===== config.mk =====
export PLATFORM = sky130hd
export DESIGN_NAME = cpu_nic
export DESIGN_NICKNAME = d
export VERILOG_FILES = /design/src/rtl/nic_pkg.sv /design/src/rtl/nic_channel_buffer.sv /design/src/rtl/cpu_nic.sv
export SDC_FILE = /design/constraint.sdc
export NUM_CORES = 1
export LEC_CHECK = 0
export ABC_AREA = 0
export ABC_CLOCK_PERIOD_IN_PS = 1700
export BUFFER_PORTS_ARGS = -buffer_cell sky130_fd_sc_hd__buf_2
export CAP_MARGIN = 0
export CORE_MARGIN = 8
export CORE_UTILIZATION = 45
export DETAILED_ROUTE_END_ITERATION = 10
export PLACE_DENSITY_LB_ADDON = 0.25
export SYNTH_ARGS = -nofsm -noshare
export SYNTH_HDL_FRONTEND = slang
export SYNTH_SLANG_ARGS = --single-unit

===== constraint.sdc =====
create_clock -name clk -period 1.7 [get_ports clk]
set_clock_uncertainty 0.2 [all_clocks]
set_input_delay 0.34 -clock clk [delete_from_list [all_inputs] [get_ports clk]]
set_output_delay 0.34 -clock clk [all_outputs]
set_load 0.005 [all_outputs]

===== src/rtl/nic_pkg.sv =====
// Shared parameters and register-address map for the processor/router NIC.
package nic_pkg;

    // Packet and processor data width, and the position of the virtual-channel bit.
    localparam int DATA_WIDTH = 64;
    localparam int VC_BIT     = 0;

    // Memory-mapped register select values seen on addr.
    localparam logic [1:0] NIC_IN_BUF   = 2'b00;
    localparam logic [1:0] NIC_IN_STAT  = 2'b01;
    localparam logic [1:0] NIC_OUT_BUF  = 2'b10;
    localparam logic [1:0] NIC_OUT_STAT = 2'b11;

endpackage


===== src/rtl/nic_channel_buffer.sv =====
// One-entry channel buffer: a data register plus a full flag.
// Drain wins over load when both are requested on the same edge.
module nic_channel_buffer #(
    parameter int WIDTH = nic_pkg::DATA_WIDTH
) (
    input  logic             clk,
    input  logic             reset,
    input  logic             load,
    input  logic             drain,
    input  logic [0:WIDTH-1] d,
    output logic [0:WIDTH-1] q,
    output logic             full
);

    // Capture on load, release on drain; contents cleared on reset.
    // NOTE: sequential state uses non-blocking (<=) so every register samples pre-edge values.
    // NOTE: the data register is reset too, so a stale read right after reset returns zero.
    always_ff @(posedge clk or negedge reset) begin
        if (!reset) begin
            q    <= '0;
            full <= 1'b0;
        end else if (drain) begin
            full <= 1'b0;
        end else if (load) begin
            q    <= d;
            full <= 1'b1;
        end
    end

endmodule


===== src/rtl/cpu_nic.sv =====
// Processor <-> mesh-router network interface: one-entry buffer per direction,
// memory-mapped status flags, and VC-polarity gated outbound injection.
module cpu_nic #(
    parameter int DATA_WIDTH = nic_pkg::DATA_WIDTH,
    parameter int VC_BIT     = nic_pkg::VC_BIT
) (
    input  logic                  clk,
    input  logic                  reset,
    input  logic [0:1]            addr,
    input  logic [0:DATA_WIDTH-1] d_in,
    output logic [0:DATA_WIDTH-1] d_out,
    input  logic                  nicEn,
    input  logic                  nicWrEn,
    output logic                  net_so,
    input  logic                  net_ro,
    output logic [0:DATA_WIDTH-1] net_do,
    input  logic                  net_polarity,
    input  logic                  net_si,
    output logic                  net_ri,
    input  logic [0:DATA_WIDTH-1] net_di
);

    import nic_pkg::*;

    logic [0:DATA_WIDTH-1] in_buf;
    logic [0:DATA_WIDTH-1] out_buf;
    logic                  in_full;
    logic                  out_full;
    logic                  rd_en;
    logic                  wr_en;
    logic                  in_load;
    logic                  in_drain;
    logic                  out_load;
    logic                  inject;

    // Access decode and channel handshakes, all from pre-edge flags.
    // NOTE: every signal gets a default at the top of always_comb so no latch is inferred.
    always_comb begin
        rd_en    = 1'b0;
        wr_en    = 1'b0;
        in_load  = 1'b0;
        in_drain = 1'b0;
        out_load = 1'b0;
        inject   = 1'b0;
        rd_en    = nicEn & ~nicWrEn;
        wr_en    = nicEn & nicWrEn;
        // Router packets are only taken while the input buffer is empty.
        in_load  = net_si & ~in_full;
        // Reading an empty input buffer must not swallow a packet arriving on that edge.
        in_drain = rd_en & (addr == NIC_IN_BUF) & in_full;
        // A write to a full output buffer is dropped rather than overwriting it.
        out_load = wr_en & (addr == NIC_OUT_BUF) & ~out_full;
        // Inject only into the router's opposite VC phase.
        inject   = out_full & net_ro & (out_buf[VC_BIT] == ~net_polarity);
    end

    assign net_ri = ~in_full;

    nic_channel_buffer #(.WIDTH(DATA_WIDTH)) u_in_chan (
        .clk   (clk),
        .reset (reset),
        .load  (in_load),
        .drain (in_drain),
        .d     (net_di),
        .q     (in_buf),
        .full  (in_full)
    );

    nic_channel_buffer #(.WIDTH(DATA_WIDTH)) u_out_chan (
        .clk   (clk),
        .reset (reset),
        .load  (out_load),
        .drain (inject),
        .d     (d_in),
        .q     (out_buf),
        .full  (out_full)
    );

    // Registered processor read port; holds its value when not reading.
    always_ff @(posedge clk or negedge reset) begin
        if (!reset) begin
            d_out <= '0;
        end else if (rd_en) begin
            case (addr)
                NIC_IN_BUF:   d_out <= in_buf;
                NIC_IN_STAT:  d_out <= {{(DATA_WIDTH-1){1'b0}}, in_full};
                NIC_OUT_BUF:  d_out <= '0;
                default:      d_out <= {{(DATA_WIDTH-1){1'b0}}, out_full};
            endcase
        end
    end

    // One-cycle send strobe with the packet; net_do keeps the last packet sent.
    always_ff @(posedge clk or negedge reset) begin
        if (!reset) begin
            net_so <= 1'b0;
            net_do <= '0;
        end else begin
            net_so <= inject;
            if (inject) begin
                net_do <= out_buf;
            end
        end
    end

endmodule


==> summary.json <==
{
  "clk_latency_ns": 0.53,
  "first_global_vias": 7426,
  "rsz0062_at_grt": "yes",
  "ys_ff_latch": 259,
  "result_of_the_run": "complete, but fails checks",
  "min_path_type": "in -> reg",
  "pin_count_of_the_biggest_net_entering_global_routing": 56,
  "ant_nets": 0,
  "fp.dieArea_um2": 26700,
  "cp.arrival_ns": 1.91,
  "setup-violations-final": 3,
  "hold_path.startpoint": "addr[1]",
  "std_cell_rows": 54,
  "placement.cell_area_um2": 11700,
  "post_route_cells_drive_above_1_share": 0.522,
  "overflow": 0,
  "grt_pass1_wl_um": 40100,
  "violations": "setup timing",
  "die_w_um": 163,
  "timing.slew.headroom": 0.659,
  "ys_seq_area_frac": 0.662,
  "drc_violation_count_after_routing": 0,
  "crit_buf_inv": 1,
  "path_delay_family": "flip-flops",
  "max-vdd-ir-drop_v": 0.000865,
  "critical-path-max-stage-delay_ns": 0.39,
  "setup.worst_path.start_class": "register",
  "io_pins": 267,
  "routabilityCongestion": 0.813,
  "yosysWarningCount": 0,
  "final.setup.worst_slack_ns": -0.00586,
  "clock_sinks": 259,
  "dp.final_hpwl_um": 16700,
  "layout.core_utilization": 0.655,
  "tritoncts": "built",
  "drt_iter0_markers": 246,
  "timing.critical_path.from": "u_out_chan.q[0]",
  "flow.area_growth_from_synthesis_pct": 44.3,
  "number_of_antenna_violations_at_the_first_check_in_global_routing": 1,
  "drtPass1Iterations": 4,
  "critPathRequiredTime_ns": 1.90,
  "crit_slowest_cell": "dfrtp_1",
  "avgRoutedWirePerCell_um": 19.4,
  "syn_area_um2": 9780,
  "critical_path.max_fanout": 24,
  "synth_fp_nets": 699,
  "htree_levels": 1,
  "setup.worst_path.end_class": "register",
  "port_buffers": 266,
  "root_buffer": "clkbuf_16",
  "tritoncts.num_buffers": 28,
  "path_clk_slew_ns": 0.06,
  "cp_cell_sequence": "xor2_1 -> and3_4 -> buf_12 -> mux2_2",
  "layout_worst_path_cycle_share": 1.00,
  "max_clock_freq_mhz": 586,
  "globalRouteTotalUtil": 0.185,
  "synth_cell_types": 22,
  "fin_tns_setup_ns": -0.0104,
  "power.static_leakage_nw": 6.94,
  "most-common-layout-cells": "265 x buf_2, 259 x dfrtp_1, 130 x dlygate4sd3_1, 92 x mux2_2, 78 x mux2_4",
  "finish.instance_area_um2": 14100,
  "per_instance_average_area_after_synthesis_um2": 17.4,
  "core_footprint_um2": 21600,
  "commonest_non_fill_non_tap_cell_in_the_layout": "buf_2",
  "worstMarginPinSlew_ns": 0.511,
  "post_drt_via_cell_ratio": 4.94,
  "finalHoldViolations": 0,
  "vias": 6412,
  "initial_standard_cell_utilization_of_the_core": 0.454,
  "die_height_um": 163,
  "number_of_standard_cells_after_synthesis": 562,
  "period_needed_ns": 1.71,
  "num-nets-final": 1132,
  "wl_final_um": 25200,
  "clock_path_buffers": 3,
  "regToRegStartpoint": "u_out_chan.q[0]",
  "slew_viol_final": 0,
  "drv.max_cap_violation_count": 0,
  "crit_type": "reg -> reg",
  "pwr_density_cell_nw_per_um2": 1610
}
## routing by layer
metal	GRT usage	routed length (um)	vias up
li1	-	-	2896
met2	0.305	11900	222
met4	0.0512	685	2
met3	0.0668	2270	53
met1	0.225	10300	3239
met5	0	8	-
## sequential cells by signal, summed over array words and instances (netlist names)
signal / flops
u_in_chan.full: 1
net_do: 64
net_so: 1
d_out: 64
u_in_chan.q: 64
u_out_chan.full: 1
u_out_chan.q: 64
## where the power goes
group	leakage, nW	internal, mW	total (mW)	switching (mW)
Clock	0.500	4.09	6.47	2.39
Combinational	3.23	3.94	6.07	2.13
Sequential	3.21	8.76	10.2	1.45
Total	6.94	16.8	22.8	5.97
## cells by family after synthesis
logic type                count (synthesis)  share of synthesized area
muxes                                   194                      0.242
DFF                                     259                      0.662
buffers and inverters                    35                     0.0271
and+or+nand+nor                           7                    0.00908
AOI/OAI and AO/OA                        66                     0.0582
xor gates and xnor gates                  1                   0.000895
## through the flow
stage	power, mW	cells	setup WS [ns]	hold slack [ns]
finish	22.8	1298	-0.00586	0.133
global route	24.0	1297	-0.0726	0.146
CTS	22.6	1295	-0.00514	0.104
detailed placement	15.7	1112	-0.0933	0.116
global placement	15.3	1112	-0.0678	0.107
floorplan	13.3	562	0.0786	-0.156
## worst reg2reg max path, cell delays in order (launching register included)
cell,delay [ns]
dfrtp_1,0.39
xor2_1,0.15
and3_4,0.28
buf_12,0.20
mux2_2,0.37
## final timing paths
path | end | slack, ns | cells after the start
max | net_do[55] | -0.006 | 4
min reg2reg | net_do[41] | 0.28 | 1
max in group asynchronous | u_out_chan.q[41] | 0.56 | 3
min in group asynchronous | u_out_chan.q[62] | 0.17 | 2
min | d_out[63] | 0.13 | 5
max reg2reg | net_do[55] | -0.006 | 4
## cell usage after synthesis
cell | n | area, um2
nor2_8 | 1 | 20.0
a22o_1 | 63 | 552
nor3_4 | 1 | 16.3
buf_4 | 2 | 15.0
inv_1 | 2 | 7.51
and3_4 | 1 | 11.3
o21bai_1 | 1 | 7.51
buf_6 | 6 | 67.6
nand4b_4 | 1 | 23.8
buf_8 | 5 | 75.1
mux2i_1 | 1 | 10.0
a21oi_1 | 1 | 5.00
mux2_2 | 103 | 1160
mux2_4 | 50 | 751
buf_2 | 20 | 100
o21ai_0 | 1 | 5.00
nand2b_1 | 1 | 6.26
nor2b_1 | 1 | 6.26
nand3_1 | 1 | 5.00
xor2_1 | 1 | 8.76
dfrtp_1 | 259 | 6480
mux2_1 | 40 | 450
## cell type report
cell class / instances / area, um2
fill: 1491 / 7430
timing repair buffer: 436 / 3120
tap: 280 / 350
inverter: 2 / 7.51
antenna: 1 / 2.50
clock buffer: 38 / 810
multi-input combinational: 268 / 3150
clock inverter: 14 / 201
sequential: 259 / 6480
## repair_timing
item / 4_1_cts / 5_1_grt
gates resized for setup: 0 / 32
endpoints found under the hold margin: 388 / 0
setup endpoints to repair: 4 / 78
setup buffers: 1 / 1
hold buffers: 130 / 0
pin swaps: 0 / 1
gates cloned: 0 / 1
Note: power is estimated with default switching activity, not from simulation.
